$ cat config.mk
export PLATFORM = sky130hd
export DESIGN_NAME = mem_arbiter
export DESIGN_NICKNAME = d
export VERILOG_FILES = /design/src/rtl/mem_arb_pkg.sv /design/src/rtl/mem_arbiter_rr_arb2.sv /design/src/rtl/mem_arbiter.sv
export SDC_FILE = /design/constraint.sdc
export NUM_CORES = 1
export LEC_CHECK = 0
export CORE_MARGIN = 2
export CORE_UTILIZATION = 46
export CTS_BUF_LIST = sky130_fd_sc_hd__clkbuf_4 sky130_fd_sc_hd__clkbuf_8
export CTS_CLUSTER_SIZE = 12
export DETAILED_ROUTE_END_ITERATION = 8
export PLACE_DENSITY = 0.89
export SYNTH_ARGS = -nofsm -noshare
export SYNTH_HDL_FRONTEND = slang
export SYNTH_SLANG_ARGS = --single-unit
$ cat constraint.sdc
create_clock -name clk -period 3.86 [get_ports clk]
set_input_delay 0.386 -clock clk [delete_from_list [all_inputs] [get_ports clk]]
set_output_delay 0.386 -clock clk [all_outputs]
set_load 0.02 [all_outputs]
$ cat src/rtl/mem_arb_pkg.sv
// Shared types and constants for the memory arbiter.
// Optional feature macro: MEM_ARB_BYTE_WRITE_EN (byte-lane stores via read-modify-write).
package mem_arb_pkg;

    localparam int unsigned WORD_W    = 32;
    localparam logic [3:0]  STRB_FULL = 4'b1111;

    localparam logic PORT_I = 1'b0;
    localparam logic PORT_D = 1'b1;

    typedef enum logic [1:0] {
        IDLE   = 2'd0,
        ACCESS = 2'd1,
        RMW    = 2'd2,
        RESP   = 2'd3
    } state_t;

    // Replace the byte lanes of old_w selected by strb with those of new_w.
    function automatic logic [WORD_W-1:0] merge_bytes(
        input logic [WORD_W-1:0] old_w,
        input logic [WORD_W-1:0] new_w,
        input logic [3:0]        strb
    );
        logic [WORD_W-1:0] merged;
        merged = old_w;
        for (int unsigned b = 0; b < 4; b++) begin
            if (strb[b]) begin
                merged[8*b +: 8] = new_w[8*b +: 8];
            end
        end
        return merged;
    endfunction

endpackage

$ cat src/rtl/mem_arbiter_rr_arb2.sv
// Two-way round-robin picker between the fetch and data ports.
// Holds the last granted port; on a tie the other port wins.
module rr_arb2
    import mem_arb_pkg::*;
(
    input  logic clk,
    input  logic reset,
    input  logic i_req_i,
    input  logic d_req_i,
    input  logic update_i,
    output logic valid_o,
    output logic grant_o
);

    logic last_grant_q;
    logic last_grant_d;

    // Combinational pick: single requester wins, tie goes to the port not granted last.
    always_comb begin
        valid_o = i_req_i | d_req_i;
        grant_o = PORT_I;
        if (i_req_i && d_req_i) begin
            grant_o = (last_grant_q == PORT_I) ? PORT_D : PORT_I;
        end else if (d_req_i) begin
            grant_o = PORT_D;
        end
        last_grant_d = (update_i && valid_o) ? grant_o : last_grant_q;
    end

    // Remember the most recent grant; reset favours the fetch port on the first tie.
    always_ff @(posedge clk) begin
        if (reset) begin
            last_grant_q <= PORT_D;
        end else begin
            last_grant_q <= last_grant_d;
        end
    end

endmodule

$ cat src/rtl/mem_arbiter.sv
// Arbiter sharing one single-port word memory between instruction fetch and load/store.
// Optional feature macro: MEM_ARB_BYTE_WRITE_EN. When defined, partial-strobe stores
// perform a read-modify-write through the RMW state; otherwise every store writes the
// full word and d_wstrb is ignored.
module mem_arbiter
    import mem_arb_pkg::*;
#(
    parameter int unsigned MEM_WORDS = 1024,
    parameter int unsigned IDX_LSB   = 2,
    parameter int unsigned IDX_MSB   = 13
) (
    input  logic              clk,
    input  logic              reset,
    input  logic              i_req,
    input  logic [WORD_W-1:0] i_addr,
    output logic              i_ack,
    output logic [WORD_W-1:0] i_rdata,
    input  logic              d_req,
    input  logic              d_we,
    input  logic [WORD_W-1:0] d_addr,
    input  logic [WORD_W-1:0] d_wdata,
    input  logic [3:0]        d_wstrb,
    output logic              d_ack,
    output logic [WORD_W-1:0] d_rdata,
    output logic              d_err,
    output logic [WORD_W-1:0] mem_address,
    output logic [WORD_W-1:0] mem_data_in,
    output logic              mem_we,
    input  logic [WORD_W-1:0] mem_data_out
);

    state_t            state_q;
    logic              port_q;
    logic              we_q;
    logic              oor_q;
    logic [WORD_W-1:0] addr_q;
    logic [WORD_W-1:0] data_in_q;
    logic              mem_we_q;
    logic              i_ack_q;
    logic              d_ack_q;
    logic              d_err_q;
    logic [WORD_W-1:0] i_rdata_q;
    logic [WORD_W-1:0] d_rdata_q;
`ifdef MEM_ARB_BYTE_WRITE_EN
    logic [3:0]        strb_q;
`else
    logic              unused_wstrb;
    assign unused_wstrb = ^d_wstrb;
`endif

    logic              grant_valid;
    logic              grant;
    logic [WORD_W-1:0] sel_addr;
    logic              sel_we;
    logic              sel_oor;
    logic              sel_full_write;

    function automatic logic out_of_range(input logic [WORD_W-1:0] a);
        return 32'(a[IDX_MSB:IDX_LSB]) >= MEM_WORDS;
    endfunction

    rr_arb2 u_rr_arb2 (
        .clk      (clk),
        .reset    (reset),
        .i_req_i  (i_req),
        .d_req_i  (d_req),
        .update_i (state_q == IDLE),
        .valid_o  (grant_valid),
        .grant_o  (grant)
    );

    // Select the winning port's request fields for latching in IDLE.
    always_comb begin
        sel_addr = (grant == PORT_D) ? d_addr : i_addr;
        sel_we   = (grant == PORT_D) && d_we;
        sel_oor  = out_of_range(sel_addr);
`ifdef MEM_ARB_BYTE_WRITE_EN
        sel_full_write = (d_wstrb == STRB_FULL);
`else
        sel_full_write = 1'b1;
`endif
    end

    // Access sequencer: latch request, access memory, optional RMW, one-cycle ack.
    always_ff @(posedge clk) begin
        if (reset) begin
            state_q   <= IDLE;
            port_q    <= PORT_I;
            we_q      <= 1'b0;
            oor_q     <= 1'b0;
            addr_q    <= '0;
            data_in_q <= '0;
            mem_we_q  <= 1'b0;
            i_ack_q   <= 1'b0;
            d_ack_q   <= 1'b0;
            d_err_q   <= 1'b0;
            i_rdata_q <= '0;
            d_rdata_q <= '0;
`ifdef MEM_ARB_BYTE_WRITE_EN
            strb_q    <= '0;
`endif
        end else begin
            case (state_q)
                IDLE: begin
                    mem_we_q <= 1'b0;
                    if (grant_valid) begin
                        port_q   <= grant;
                        we_q     <= sel_we;
                        oor_q    <= sel_oor;
                        addr_q   <= sel_addr;
                        // Write enable is registered here so it is already high during ACCESS.
                        mem_we_q <= sel_we && !sel_oor && sel_full_write;
                        if (sel_we) begin
                            data_in_q <= d_wdata;
                        end
`ifdef MEM_ARB_BYTE_WRITE_EN
                        strb_q <= d_wstrb;
`endif
                        state_q <= ACCESS;
                    end
                end
                ACCESS: begin
                    mem_we_q <= 1'b0;
`ifdef MEM_ARB_BYTE_WRITE_EN
                    if (we_q && !oor_q && (strb_q != 4'b0000) && (strb_q != STRB_FULL)) begin
                        data_in_q <= merge_bytes(mem_data_out, data_in_q, strb_q);
                        mem_we_q  <= 1'b1;
                        state_q   <= RMW;
                    end else begin
`else
                    begin
`endif
                        if (!we_q) begin
                            if (port_q == PORT_I) begin
                                i_rdata_q <= oor_q ? '0 : mem_data_out;
                            end else begin
                                d_rdata_q <= oor_q ? '0 : mem_data_out;
                            end
                        end
                        i_ack_q <= (port_q == PORT_I);
                        d_ack_q <= (port_q == PORT_D);
                        d_err_q <= (port_q == PORT_D) && oor_q;
                        state_q <= RESP;
                    end
                end
`ifdef MEM_ARB_BYTE_WRITE_EN
                RMW: begin
                    mem_we_q <= 1'b0;
                    i_ack_q  <= (port_q == PORT_I);
                    d_ack_q  <= (port_q == PORT_D);
                    d_err_q  <= 1'b0;
                    state_q  <= RESP;
                end
`endif
                RESP: begin
                    i_ack_q <= 1'b0;
                    d_ack_q <= 1'b0;
                    d_err_q <= 1'b0;
                    state_q <= IDLE;
                end
                default: begin
                    mem_we_q <= 1'b0;
                    state_q  <= IDLE;
                end
            endcase
        end
    end

    // Reset gates the write strobe so an aborted access never writes in the reset cycle.
    assign mem_we      = mem_we_q & ~reset;
    assign mem_address = addr_q;
    assign mem_data_in = data_in_q;
    assign i_ack       = i_ack_q;
    assign d_ack       = d_ack_q;
    assign d_err       = d_err_q;
    assign i_rdata     = i_rdata_q;
    assign d_rdata     = d_rdata_q;

endmodule

# After elaboration in Yosys (flattened, before gate mapping)
# Cells that the tools add are included.
# classes
order_cmp	1
eq_ne	3
muxes	12
bitwise	5
reduce_logical	12
# op_table
op	count
$mux W32	2
$ge A12 B11 Y1 const B	1
$reduce_and A3 Y1	3
$pmux W1 S2	4
$logic_and A1 B1 Y1	5
$mux W1	4
$pmux W2 S2	1
$not A1 Y1	3
$eq A2 B1 Y1 const B	1
$eq A2 B2 Y1 const B	1
$logic_not A2 Y1	1
$mux W2	1
$ne A2 B2 Y1 const B	1
$reduce_and A2 Y1	1
$reduce_bool A2 Y1	1
$and A1 B1 Y1	1
$logic_not A1 Y1	1
$or A1 B1 Y1	1
# totals
regBits	138
in_bits	137
out_inout_bits	132
elab_cells	46

# Longest topological paths before layout
# logic_depth
ltp_word	8
ltp_mapped	6

# By module
# Synthesis repeated with hierarchy kept, for this count alone.
# hier_totals
cells_unflattened	647
hier_area_um2	5808.1
# by_module_without_submodules
mod	n_inst	cells_each	area_each_um2
mem_arbiter	1	641	5751.8
rr_arb2	1	6	56.3

# Worst setup path after synthesis
# Ideal clock, no wire load.
# synth_timing
path_type	reg2reg
from	register port_q
to	register i_rdata_q[0] (netlist: i_rdata[0])
arrival_time_ns	1.229
slack_ns	2.499
stages_incl_launch_ff	6
path_buffers	2
synth_period_minus_slack_ns	1.361
path_cell_list	dfxtp_1 or4b_1 buf_2 buf_6 nand2_1 a21oi_1
# synth_via
elab_chain_cells	2
# synth_rtl
element	line_no	source
from (decl)	mem_arbiter.sv:33	logic port_q;
from (signal assigned)	mem_arbiter.sv:107	port_q <= grant;
$not A1 Y1 (no line)	-	
$reduce_and A3 Y1 (no line)	-	
to (signal assigned)	mem_arbiter.sv:135	i_rdata_q <= oor_q ? '0 : mem_data_out;
to (decl)	mem_arbiter.sv:42	logic [WORD_W-1:0] i_rdata_q;
# No other way between the ends.
# A chain may end at the register's enable or synchronous reset.

# Worst setup path after layout
# layout_timing
from	register state_q[0]
to	register data_in_q[14] (netlist: mem_data_in[14])
# layout_via
elab_chain_cells	2
# layout_rtl
element	line_no	source
from (decl)	mem_arbiter.sv:32	state_t state_q;
from (signal assigned)	mem_arbiter.sv:87	state_q <= IDLE;
from (signal assigned)	mem_arbiter.sv:119	state_q <= ACCESS;
from (signal assigned)	mem_arbiter.sv:143	state_q <= RESP;
$logic_not A2 Y1	mem_arbiter.sv:103	case (state_q)
$reduce_and A3 Y1 (no line)	-	
to (signal assigned)	mem_arbiter.sv:114	data_in_q <= d_wdata;
to (decl)	mem_arbiter.sv:37	logic [WORD_W-1:0] data_in_q;
# No other way between the ends.

==> results.txt <==
Post-synthesis cell area: 5660 um2
Crit start category: flop
DP HPWL: 11.3 mm
RSZ-0062 raised after global routing: no
Clock Latency Late Sink: 0.43 ns
Seq cells post-synth: 138
First-pass DRT Iterations: 4
Worst ir drop on vdd: 0.231 mV
Max-cap violation count: 0
Warnings, synthesis: 0
Critical path data required time: 4.21 ns
Worst-Margin Slew: 1.00 ns
Final nets: 1030
Reg2reg setup slack: 1.69 ns
RePlAce Congestion: 0.795
Leak Pwr: 3.02 nW
Post-CTS Hold Buffers: 0
Die area: 13200 um2
Hold depth: 2
Largest net degree at the start of global routing: 92
Average wire per standard cell: 15.8 um
CTS root buf: clkbuf_8
Power Density: 405 nW/um2
# IOs: 269
Fin crit period: 2.17 ns
Die Wd: 115 um
Final hold vios: 0
Initial core utilization: 47.1%
Mapped Avg Cell Area: 8.57 um2
Final Max Tran Viols: 0
Core area: 12000 um2
Post-route DRC: 0
GR Overflow Total: 0
Final wirelength: 16.6 mm
Diodes inserted: 0
Postcts setup bufs: 0
Layout Cells excl Fill: 1051
HP Class: input pin to flop
Filler instances: 919
CTS buffer count: 17
Area Growth Syn to Fin: 53.2%
R2R depth: 3
Clk sink count: 138
Endpoint, Worst Hold: mem_data_in[20]
R2r endpoint: mem_data_in[14]
Status: complete, no violations
CTS tree: done
Peak Freq: 461 MHz
Clock transition at path regs: 0.07 ns
Most frequent cells in the layout: clkdlybuf4s50_1 (263), dfxtp_1 (138), nand2_1 (133)
CTS-repair resized insts: 0
Most common cell after layout, fill and taps aside: clkdlybuf4s50_1
Storage cell area: 2760 um2
Core Rows: 40
Via count: 5499
Worst Clk Skew: 0.00559 ns
Post-synthesis sequential area ratio: 48.8%
Launching point of the worst reg2reg path: state_q[0]
Drt first-iter violations: 462
Routed vias/inst: 5.23
Total track usage: 25.1%
Setup Viol. Count Final: 0
Initial antenna violation count: 0
Cell variety after synth: 34
CP startpoint: state_q[0]
Cells after DPL: 1021
CP Max Fanout: 33
Critical path data arrival time: 2.52 ns
PortBufs: 264
Final period util: 56.2%
Area of the multi-input gates: 2580 um2
Vias in the first global route: 5362
Min-Delay Startpoint: reset
Longest Clk Path Bufs: 2
Synth Instances: 660
Die height: 115 um
Total Neg Setup Slack: 0 ns
Headroom to the max-slew limit: 33.3%
Antenna-violating nets left: 0
First-pass GRT wire length: 26.1 mm
Post-Synthesis Net Count: 797
H-tree lvl count: 4
Worst Setup Path Type: flop to flop
Worst Setup End Kind: flop
Layout cell share with drive strength beyond 1: 6.75%
## metal layers
layer  track usage (%)  vias to the layer above  share of wire (%)
met4              9.40                        0                1.7
li1                  -                     2736                  -
met2              43.8                      224                 52
met5                 0                        -                  0
met1              28.6                     2521                 39
met3              8.12                       18                7.8
## worst max-delay path, cell delays in order (launching register included)
cell and delay (ns):
dfxtp_1 0.70, or3b_1 0.87, o21ai_0 0.28, a21oi_1 0.23
## synthesized netlist by cell type, drive strengths merged
master / count / area share, %
dfxtp: 138 / 49
nand2: 133 / 8.8
a21oi: 131 / 12
mux2i: 34 / 6.0
nand3: 34 / 3.0
nor2b: 34 / 3.8
o21ai: 34 / 3.0
a211oi: 32 / 5.0
buf: 31 / 4.0
clkbuf: 30 / 2.0
nor2: 9 / 0.77
a21boi: 2 / 0.27
nor3: 2 / 0.18
nor3b: 2 / 0.46
o22ai: 2 / 0.22
or2: 2 / 0.22
a21bo: 1 / 0.18
a32o: 1 / 0.18
inv: 1 / 0.066
mux2: 1 / 0.20
nand2b: 1 / 0.11
nand4bb: 1 / 0.20
nor4b: 1 / 0.42
nor4bb: 1 / 0.18
or3b: 1 / 0.15
or4b: 1 / 0.18
## state kept, by name (all words and copies together) (netlist names)
register	cells
oor_q	1
d_ack	1
we_q	1
d_err	1
state_q	2
port_q	1
u_rr_arb2.last_grant_q	1
i_rdata	32
i_ack	1
d_rdata	32
mem_data_in	32
mem_we_q	1
mem_address	32
## worst max-delay path by stage
stage | end | depth (start not counted)
final | mem_data_in[14] | 3
after global routing | mem_data_in[14] | 3
after CTS | mem_data_in[14] | 3
after detailed placement | mem_address[17] | 5
after global placement | mem_address[16] | 5
after floorplan | i_rdata[0] | 5
## final cells by class
class / count / area share [%]
Tap cell: 147 / 2.12
Sequential cell: 138 / 31.9
Clock buffer: 22 / 3.42
Clock inverter: 8 / 1.36
Timing Repair Buffer: 275 / 31.4
Multi-Input combinational cell: 460 / 29.8
Inverter: 1 / 0.0433
## cells by family (layout without fill, tap and decap cells)
| group | Yosys count | count (layout) | share of synthesized area, % |
|---|---|---|---|
| multiplexers | 35 | 35 | 6.21 |
| buffers and inverters | 62 | 306 | 6.10 |
| AND/OR/NAND/NOR | 222 | 222 | 18.5 |
| AO/OA/AOI/OAI | 203 | 203 | 20.4 |
| flip-flops | 138 | 138 | 48.8 |
## power breakdown
group | leakage, nW | switching (mW) | internal (mW) | total, mW
combinational | 1.68 | 0.378 | 0.360 | 0.738
sequential | 1.13 | 0.0504 | 1.51 | 1.56
clock | 0.214 | 0.513 | 0.704 | 1.22
total | 3.02 | 0.941 | 2.57 | 3.51
## per-stage QoR
stage               setup WS [ns]  cell area, um2  power [mW]  util [%]  hold WS [ns]
CTS                          1.68            8670        3.55      72.2         0.393
detailed placement           1.29            8250        2.33      68.7         0.446
global route                 1.46            8670        3.66      72.2         0.421
global placement             1.36            8250        2.32      68.7         0.441
finish                       1.69            8670        3.51      72.2         0.420
floorplan                    2.50            5660        1.98         -         0.508
Note: power is estimated with default switching activity, not from simulation.
